**src/rtl/alu_4_pkg.sv**
```systemverilog
// rtl/alu_4_pkg.sv - mode constants and function codes for the 4-bit 74181-style ALU
package alu_4_pkg;

   localparam logic MODE_LOGIC = 1'b1;
   localparam logic MODE_ARITH = 1'b0;

   typedef enum logic [3:0] {
      L_NOT_A     = 4'h0,
      L_NOR       = 4'h1,
      L_NOTA_AND_B = 4'h2,
      L_ZERO      = 4'h3,
      L_NAND      = 4'h4,
      L_NOT_B     = 4'h5,
      L_XOR       = 4'h6,
      L_A_AND_NOTB = 4'h7,
      L_NOTA_OR_B = 4'h8,
      L_XNOR      = 4'h9,
      L_B         = 4'hA,
      L_AND       = 4'hB,
      L_ONES      = 4'hC,
      L_A_OR_NOTB = 4'hD,
      L_OR        = 4'hE,
      L_A         = 4'hF
   } logic_op_e;

   // Names describe the X+Y operand pair before cin is added.
   typedef enum logic [3:0] {
      A_A          = 4'h0,
      A_AORB       = 4'h1,
      A_AORNB      = 4'h2,
      A_MINUS1     = 4'h3,
      A_A_P_ANB    = 4'h4,
      A_AORB_P_ANB = 4'h5,
      A_A_P_NB     = 4'h6,
      A_ANB_M1     = 4'h7,
      A_A_P_AB     = 4'h8,
      A_A_P_B      = 4'h9,
      A_AORNB_P_AB = 4'hA,
      A_AB_M1      = 4'hB,
      A_A_P_A      = 4'hC,
      A_AORB_P_A   = 4'hD,
      A_AORNB_P_A  = 4'hE,
      A_A_M1       = 4'hF
   } arith_op_e;

endpackage

```
**src/rtl/alu_4_if.sv**
```systemverilog
// rtl/alu_4_if.sv - operand/select/result bundle for alu_4; zero/ovf exist only with ALU4_FLAGS_EN
interface alu_4_if;
   import alu_4_pkg::*;

   logic [3:0] a;
   logic [3:0] b;
   logic       s0;
   logic       s1;
   logic       s2;
   logic       s3;
   logic       cin;
   logic       m;
   logic [3:0] f;
   logic       cout;
`ifdef ALU4_FLAGS_EN
   logic       zero;
   logic       ovf;
`endif

`ifdef ALU4_FLAGS_EN
   modport master (output a, b, s0, s1, s2, s3, cin, m, input f, cout, zero, ovf);
   modport slave  (input a, b, s0, s1, s2, s3, cin, m, output f, cout, zero, ovf);
`else
   modport master (output a, b, s0, s1, s2, s3, cin, m, input f, cout);
   modport slave  (input a, b, s0, s1, s2, s3, cin, m, output f, cout);
`endif

endinterface

```
**src/rtl/alu_4_core.sv**
```systemverilog
// rtl/alu_4_core.sv - combinational function core of alu_4; ALU4_FLAGS_EN adds zero/ovf outputs
module alu_4_core
   import alu_4_pkg::*;
(
   input  logic [3:0] a,
   input  logic [3:0] b,
   input  logic [3:0] sel,
   input  logic       cin,
   input  logic       m,
   output logic [3:0] f_next,
   output logic       cout_next
`ifdef ALU4_FLAGS_EN
   ,
   output logic       zero_next,
   output logic       ovf_next
`endif
);

   logic [3:0] logic_f;
   logic [3:0] x;
   logic [3:0] y;
   logic [4:0] sum;

   always_comb begin
      logic_f = 4'h0;
      case (sel)
         L_NOT_A:      logic_f = ~a;
         L_NOR:        logic_f = ~(a | b);
         L_NOTA_AND_B: logic_f = ~a & b;
         L_ZERO:       logic_f = 4'h0;
         L_NAND:       logic_f = ~(a & b);
         L_NOT_B:      logic_f = ~b;
         L_XOR:        logic_f = a ^ b;
         L_A_AND_NOTB: logic_f = a & ~b;
         L_NOTA_OR_B:  logic_f = ~a | b;
         L_XNOR:       logic_f = ~(a ^ b);
         L_B:          logic_f = b;
         L_AND:        logic_f = a & b;
         L_ONES:       logic_f = 4'hF;
         L_A_OR_NOTB:  logic_f = a | ~b;
         L_OR:         logic_f = a | b;
         L_A:          logic_f = a;
         default:      logic_f = 4'h0;
      endcase
   end

   // Each arithmetic function is an X+Y pair; the "minus 1" forms use Y=4'hF.
   always_comb begin
      x = a;
      y = 4'h0;
      case (sel)
         A_A:          begin x = a;      y = 4'h0;   end
         A_AORB:       begin x = a | b;  y = 4'h0;   end
         A_AORNB:      begin x = a | ~b; y = 4'h0;   end
         A_MINUS1:     begin x = 4'h0;   y = 4'hF;   end
         A_A_P_ANB:    begin x = a;      y = a & ~b; end
         A_AORB_P_ANB: begin x = a | b;  y = a & ~b; end
         A_A_P_NB:     begin x = a;      y = ~b;     end
         A_ANB_M1:     begin x = a & ~b; y = 4'hF;   end
         A_A_P_AB:     begin x = a;      y = a & b;  end
         A_A_P_B:      begin x = a;      y = b;      end
         A_AORNB_P_AB: begin x = a | ~b; y = a & b;  end
         A_AB_M1:      begin x = a & b;  y = 4'hF;   end
         A_A_P_A:      begin x = a;      y = a;      end
         A_AORB_P_A:   begin x = a | b;  y = a;      end
         A_AORNB_P_A:  begin x = a | ~b; y = a;      end
         A_A_M1:       begin x = a;      y = 4'hF;   end
         default:      begin x = a;      y = 4'h0;   end
      endcase
   end

   assign sum       = {1'b0, x} + {1'b0, y} + {4'b0, cin};
   assign f_next    = (m == MODE_LOGIC) ? logic_f : sum[3:0];
   assign cout_next = (m == MODE_LOGIC) ? 1'b0 : sum[4];

`ifdef ALU4_FLAGS_EN
   logic [3:0] low_sum;

   // low_sum[3] is the carry into bit 3.
   assign low_sum   = {1'b0, x[2:0]} + {1'b0, y[2:0]} + {3'b0, cin};
   assign zero_next = (f_next == 4'h0);
   assign ovf_next  = (m == MODE_LOGIC) ? 1'b0 : (low_sum[3] ^ sum[4]);
`endif

endmodule

```
**src/rtl/alu_4.sv**
```systemverilog
// rtl/alu_4.sv - 4-bit 74181-style ALU slice with registered outputs
// rtl/alu_4.sv - ALU4_FLAGS_EN adds registered zero/ovf flags
module alu_4
   import alu_4_pkg::*;
(
   input  logic  clk,
   input  logic  rst_n,
   alu_4_if.slave bus
);

   logic [3:0] f_next;
   logic       cout_next;
   logic [3:0] f_q;
   logic       cout_q;

`ifdef ALU4_FLAGS_EN
   logic zero_next;
   logic ovf_next;
   logic zero_q;
   logic ovf_q;
`endif

   alu_4_core u_core (
      .a         (bus.a),
      .b         (bus.b),
      .sel       ({bus.s3, bus.s2, bus.s1, bus.s0}),
      .cin       (bus.cin),
      .m         (bus.m),
      .f_next    (f_next),
      .cout_next (cout_next)
`ifdef ALU4_FLAGS_EN
      ,
      .zero_next (zero_next),
      .ovf_next  (ovf_next)
`endif
   );

   always_ff @(posedge clk or negedge rst_n) begin
      if (!rst_n) begin
         f_q    <= 4'h0;
         cout_q <= 1'b0;
      end else begin
         f_q    <= f_next;
         cout_q <= cout_next;
      end
   end

   assign bus.f    = f_q;
   assign bus.cout = cout_q;

`ifdef ALU4_FLAGS_EN
   always_ff @(posedge clk or negedge rst_n) begin
      if (!rst_n) begin
         zero_q <= 1'b0;
         ovf_q  <= 1'b0;
      end else begin
         zero_q <= zero_next;
         ovf_q  <= ovf_next;
      end
   end

   assign bus.zero = zero_q;
   assign bus.ovf  = ovf_q;
`endif

endmodule

```
**src/flat_wrapper.sv**
```systemverilog
// flat-port wrapper written by rule: the top's interface ports become plain ports
module alu_4_flat import alu_4_pkg::*;
  (clk, rst_n, bus_a, bus_b, bus_s0, bus_s1, bus_s2, bus_s3, bus_cin, bus_m, bus_f, bus_cout);
  alu_4_if bus_i ();
  input  logic clk;
  input  logic rst_n;
  input wire logic [$bits(bus_i.a)-1:0] bus_a;
  input wire logic [$bits(bus_i.b)-1:0] bus_b;
  input wire logic [$bits(bus_i.s0)-1:0] bus_s0;
  input wire logic [$bits(bus_i.s1)-1:0] bus_s1;
  input wire logic [$bits(bus_i.s2)-1:0] bus_s2;
  input wire logic [$bits(bus_i.s3)-1:0] bus_s3;
  input wire logic [$bits(bus_i.cin)-1:0] bus_cin;
  input wire logic [$bits(bus_i.m)-1:0] bus_m;
  output wire logic [$bits(bus_i.f)-1:0] bus_f;
  output wire logic [$bits(bus_i.cout)-1:0] bus_cout;
  assign bus_i.a = bus_a;
  assign bus_i.b = bus_b;
  assign bus_i.s0 = bus_s0;
  assign bus_i.s1 = bus_s1;
  assign bus_i.s2 = bus_s2;
  assign bus_i.s3 = bus_s3;
  assign bus_i.cin = bus_cin;
  assign bus_i.m = bus_m;
  assign bus_f = bus_i.f;
  assign bus_cout = bus_i.cout;
  alu_4 u_core (.clk(clk), .rst_n(rst_n), .bus(bus_i));
endmodule
```
**config.mk**
```make
export PLATFORM = sky130hd
export DESIGN_NAME = alu_4_flat
export DESIGN_NICKNAME = d
export VERILOG_FILES = /design/src/rtl/alu_4_pkg.sv /design/src/rtl/alu_4_if.sv /design/src/rtl/alu_4_core.sv /design/src/rtl/alu_4.sv /design/src/flat_wrapper.sv
export SDC_FILE = /design/constraint.sdc
export NUM_CORES = 1
export LEC_CHECK = 0
export CELL_PAD_IN_SITES_DETAIL_PLACEMENT = 1
export CELL_PAD_IN_SITES_GLOBAL_PLACEMENT = 1
export CORE_MARGIN = 3
export CORE_UTILIZATION = 36
export DETAILED_ROUTE_END_ITERATION = 8
export PLACE_DENSITY_LB_ADDON = 0.25
export SYNTH_ARGS = -nofsm -noshare
export SYNTH_HDL_FRONTEND = slang
export SYNTH_SLANG_ARGS = --single-unit
```
**constraint.sdc**
```tcl
create_clock -name clk -period 0.8 [get_ports clk]
set_clock_uncertainty 0.2 [all_clocks]
set_input_delay 0.2 -clock clk [delete_from_list [all_inputs] [get_ports clk]]
set_output_delay 0.2 -clock clk [all_outputs]
set_load 0.005 [all_outputs]
```
Yosys cells after proc, flatten, opt, wreduce, memory -nomap -nowiden
Cells that the tools add are included.
{"block": "classes", "eq_ne": 15, "reduce_logical": 9, "muxes": 5, "add_sub_neg": 2, "bitwise_logic": 12}
{"cell": "case mux 4 bit (16 select lines)", "n": 1}
{"cell": "== test 4 bit (second input constant)", "n": 8}
{"cell": "case mux 4 bit (7 select lines)", "n": 1}
{"cell": "case mux 4 bit (6 select lines)", "n": 1}
{"cell": "NOT 4 bit", "n": 5}
{"cell": "== test 4 x 3 -> 1 bit (second input constant)", "n": 4}
{"cell": "bitwise AND 4 bit", "n": 3}
{"cell": "bitwise OR 4 bit", "n": 3}
{"cell": "OR reduction 3 bit", "n": 4}
{"cell": "== test 4 x 2 -> 1 bit (second input constant)", "n": 2}
{"cell": "OR reduction 7 bit", "n": 1}
{"cell": "adder 4 x 4 -> 5 bit", "n": 1}
{"cell": "adder 5 x 1 -> 5 bit", "n": 1}
{"cell": "== test 4 x 1 -> 1 bit (second input constant)", "n": 1}
{"cell": "logical NOT 4 bit", "n": 1}
{"cell": "2-to-1 mux 4 bit", "n": 1}
{"cell": "OR reduction 2 bit", "n": 2}
{"cell": "OR reduction 4 bit", "n": 1}
{"cell": "bitwise XOR 4 bit", "n": 1}
{"cell": "2-to-1 mux 1 bit", "n": 1}
{"block": "totals", "wordCells": 45, "out_inout_bits": 5, "inputBits": 16, "regBits": 5}

Longest topological paths before layout
{"block": "logic_depth", "ltp_word": 6, "depth_mapped": 12, "ltp_nobuf": 11}

By module
Synthesis repeated with hierarchy kept, for this count alone.
{"block": "hier_totals", "cells_unflattened": 200, "hier_area_um2": 1524.0}
{"module": "alu_4_core", "n_inst": 1, "seq_area_each_um2": 0.0, "area_per_inst_um2": 1398.8, "cells_per_inst": 195}
{"module": "alu_4", "n_inst": 1, "seq_area_each_um2": 125.1, "area_per_inst_um2": 125.1, "cells_per_inst": 5}

Worst setup path after synthesis
No wires, ideal clock.
{"block": "synth_timing", "kind": "input to register", "startpoint": "input bus_s1", "endpoint": "register u_core.f_q[1], in the netlist u_core.bus.f[1]", "setup_time_ns": 0.124, "required_ns": 0.476, "n_path_buf": 3, "arrival_time_ns": 2.264, "stages": 11, "path_slack_ns": -1.788, "cell_sequence": "buf_6 buf_2 buf_2 nor4_1 a21oi_1 and3_1 fa_1 fa_1 nor2b_1 a21oi_1 o31a_1"}
{"block": "synth_between", "elab_chain_cells": 6, "word_cells_on_any_way": 30, "classes_between": "add/sub (2); eq/ne (15); mux (4); reduce/logical (9)"}
{"item": "from (decl)", "line": "flat_wrapper.sv:10", "source": "input wire logic [$bits(bus_i.s1)-1:0] bus_s1;"}
{"item": "== test 4 bit, or another cell as far along", "line": "alu_4_core.sv:26, alu_4_core.sv:51"}
{"item": "OR reduction 7 bit (no line), or another cell as far along"}
{"item": "case mux 4 bit (6 select lines) or case mux 4 bit (7 select lines) (tied branches)", "line": "alu_4_core.sv:51", "source": "case (sel)"}
{"item": "adder 4 x 4 -> 5 bit", "line": "alu_4_core.sv:72", "source": "assign sum = {1'b0, x} + {1'b0, y} + {4'b0, cin};"}
{"item": "adder 5 x 1 -> 5 bit", "line": "alu_4_core.sv:72"}
{"item": "2-to-1 mux 4 bit (*)", "line": "alu_4_core.sv:73", "source": "assign f_next = (m == MODE_LOGIC) ? logic_f : sum[3:0];"}
{"item": "named net u_core.f_next[1]", "line": "alu_4.sv:11", "source": "logic [3:0] f_next;"}
{"item": "to (signal assigned)", "line": "alu_4.sv:43", "source": "f_q <= f_next;"}
{"item": "to (decl)", "line": "alu_4.sv:13", "source": "logic [3:0] f_q;"}
Mark *: on every way through the listed nets, which the timed path passes. The rest lies on a longest branch.

Final worst setup path
{"block": "layout_timing", "startpoint": "input bus_s3", "endpoint": "register u_core.f_q[2], in the netlist u_core.bus.f[2]"}
{"block": "layout_between", "elab_chain_cells": 6, "word_cells_on_any_way": 30, "classes_between": "add/sub (2); eq/ne (15); mux (4); reduce/logical (9)"}
{"item": "from (decl)", "line": "flat_wrapper.sv:12", "source": "input wire logic [$bits(bus_i.s3)-1:0] bus_s3;"}
{"item": "== test 4 bit, or another cell as far along", "line": "alu_4_core.sv:26, alu_4_core.sv:51"}
{"item": "OR reduction 7 bit (no line), or another cell as far along"}
{"item": "case mux 4 bit (6 select lines) or case mux 4 bit (7 select lines) (tied branches)", "line": "alu_4_core.sv:51"}
{"item": "adder 4 x 4 -> 5 bit", "line": "alu_4_core.sv:72"}
{"item": "adder 5 x 1 -> 5 bit", "line": "alu_4_core.sv:72"}
{"item": "2-to-1 mux 4 bit (*)", "line": "alu_4_core.sv:73"}
{"item": "named net u_core.f_next[2]", "line": "alu_4.sv:11"}
Marked as above.

==> results.sh <==
export IMPL_worstHoldPathType="in2async"
export IMPL_drtPass1Iterations=4
export IMPL_ctsRootBufferMaster="clkbuf_8"
export IMPL_fin_crit_sh_pct=297
export IMPL_fin_hold_ws_ns=0.00433
export IMPL_met3_usage_pct=4.35
export IMPL_via_per_inst=6.18
export IMPL_grt_max_degree=15
export IMPL_cts_tree="done"
export IMPL_max_cap_violations=0
export IMPL_ys_warn_count=0
export IMPL_required_ns=0.74
export IMPL_cts_hold_buf=0
export IMPL_use_met2_pct=51.8
export IMPL_areaGrowthSynthToFinish_pct=66.4
export IMPL_cp_start_kind="primary input"
export IMPL_instances_no_fill=357
export IMPL_busiest_layer="met2"
export IMPL_worstMarginPinSlew_ns=0.379
export IMPL_ys_ff_latch=5
export IMPL_status="complete, but fails checks"
export IMPL_cts_buffers=3
export IMPL_leakagePower_nw=1.19
export IMPL_slew_violations=0
export IMPL_hpwl_mm=5.01
export IMPL_place_area_mm2=0.00223
export IMPL_fin_area_mm2=0.00256
export IMPL_io_pins=21
export IMPL_finalPower_mw=2.49
export IMPL_core_area_mm2=0.00406
export IMPL_path_class="in2reg"
export IMPL_grt_pass1_vias=2191
export IMPL_portBuffers=20
export IMPL_die_w_um=71.4
export IMPL_dpl_cell_count=340
export IMPL_setup_violations=10
export IMPL_vias=2206
export IMPL_cp_end_kind="flop"
export IMPL_synth_most_common_cell="a21oi_1"
export IMPL_drc=0
export IMPL_clkTransAtPathRegs_ns=0.04
export IMPL_synth_distinct_cells=52
export IMPL_grt_first_pass_wirelength_mm=11.7
export IMPL_routedWlPerCell_um=23.1
export IMPL_initial_core_util_pct=37.9
export IMPL_ys_flop_type="dfrtp_1"
export IMPL_fmax_ghz=0.421
export IMPL_routabilityCongestion=0.937
export IMPL_power_density_mw_per_mm2=975
export IMPL_row_count=23
export IMPL_crit_fanout=5
export IMPL_synth_common_cells="a21oi_1 (23), nand2_1 (22), nor2_1 (20)"
export IMPL_synthCells=214
export IMPL_grt_overflow=0
export IMPL_die_h_um=71.4
export IMPL_netlist_area_mm2=0.00154
export IMPL_ant_nets=0
export IMPL_htree_levels=1
export IMPL_totalWireLength_mm=8.25
export IMPL_track_usage_pct=29.3
export IMPL_diodes=0
export IMPL_die_area_mm2=0.00509
export IMPL_ys_async_sr_fraction_pct=100
export IMPL_violations="negative setup slack"
export IMPL_clock_sinks=5
export IMPL_hold_violations=0
export IMPL_cp_startpoint="bus_s3"
export IMPL_drt_iter0_drc=163
export IMPL_synth_edf_count=0
export IMPL_min_period_ns=2.37
export IMPL_yosysSeqAreaShare_pct=8.14
export IMPL_drive_gt1_share_pct=45.0
export IMPL_post_route_util_pct=63.1
export IMPL_setup_slack_ns=-1.57
export IMPL_antenna_found_initial=0
export IMPL_synth_area_leader_cell="ha_1"
export IMPL_max_slew_margin_pct=74.4
export IMPL_clock_path_buffers=2
export IMPL_critPathArrivalTime_ns=2.31
export IMPL_synth_area_leaders="ha_1 (15%), dfrtp_1 (8.1%), a21oi_1 (7.5%), nand2_1 (5.4%), nor2_1 (4.9%)"
export IMPL_syn_avg_cell_area_um2=7.19
export IMPL_grt_setup_unrepaired="true"
export IMPL_synth_nets=251
export IMPL_fin_nets=345
export IMPL_ir_drop_mv=0.514
export IMPL_grtUsageMet1_pct=35.5
export IMPL_synth_top_area_share_pct=15.5
repair_timing:
item | in CTS | in global routing
buffers inserted | 10 | 4
endpoints found under the hold margin | 0 | 0
resized for setup | 101 | 16
pin swaps | 25 | 14
setup endpoints to repair | 10 | 10
critical path: stages:
cell and delay [ns]:
buf_8 0.11, and2b_1 0.17, o21ai_1 0.13, a21boi_4 0.22
nand2_2 0.08, and3_4 0.15, fa_2 0.37, fa_2 0.36
xnor2_1 0.22, o21ai_1 0.13, a21oi_1 0.16
power by group:
| group | switching [mW] | internal (mW) | total (mW) |
|---|---|---|---|
| sequential | 0.0176 | 0.307 | 0.325 |
| clock | 0.146 | 0.344 | 0.489 |
| combinational | 0.857 | 0.824 | 1.68 |
| total | 1.02 | 1.47 | 2.49 |
cell type report:
| type | instances | area [um2] |
|---|---|---|
| repair buffers | 105 | 857 |
| inverters | 15 | 61.3 |
| clock buffers | 4 | 45.0 |
| well taps | 50 | 62.6 |
| fillers | 497 | 1500 |
| flip-flops and latches | 5 | 125 |
| multi-input cells | 178 | 1410 |
metal layers:
layer | part of all wire [%] | vias to the layer above
li1 | - | 964
met1 | 40 | 1086
met2 | 49 | 115
met3 | 6.2 | 41
met4 | 5.3 | 0
met5 | 0 | -
sequential cells by signal (all words and copies together), names as in the netlist:
signal           flops
u_core.bus.f         4
u_core.bus.cout      1
metrics by stage:
stage / setup TNS (ns) / setup slack, ns
after floorplan: -7.86 / -1.69
after global placement: -12.54 / -2.16
after detailed placement: -13.18 / -2.32
after CTS: -8.61 / -1.57
after global routing: -9.43 / -1.68
final: -9.01 / -1.57
kinds of logic after synthesis:
kind of cell             Yosys count  synth area share (%)
XOR/XNOR                           2                  1.14
flip-flops                         5                  8.14
AO/OA/AOI/OAI                     75                  33.4
multiplexers                       5                  3.74
adder cells (fa/ha/maj)           21                  18.1
buffers and inverters             31                  11.5
AND/OR/NAND/NOR                   75                  24.1
final timing paths:
kind | end | slack, ns
max | u_core.bus.f[2] | -1.57
min | u_core.bus.f[0] | 0.004
min in group clk | u_core.bus.f[1] | 0.31
max in group asynchronous | u_core.bus.f[1] | 0.18
cell usage in the layout (no fill, tap or decap), drive strengths merged, types with 3 or more instances in the layout:
| master | instances |
|---|---|
| buf | 98 |
| a21oi | 23 |
| inv | 15 |
| nand3 | 6 |
| dfrtp | 5 |
| a221oi | 4 |
| nor2 | 20 |
| o2111ai | 3 |
| clkbuf | 4 |
| a22oi | 4 |
| nor2b | 8 |
| a22o | 4 |
| o21ai | 15 |
| nand2 | 23 |
| ha | 19 |
| clkdlybuf4s50 | 5 |
| and2b | 3 |
| nor3 | 6 |
| and3 | 3 |
| o211ai | 3 |
| a31oi | 3 |
| mux2 | 3 |
No activity file was read; power rests on OpenSTA's default activity.
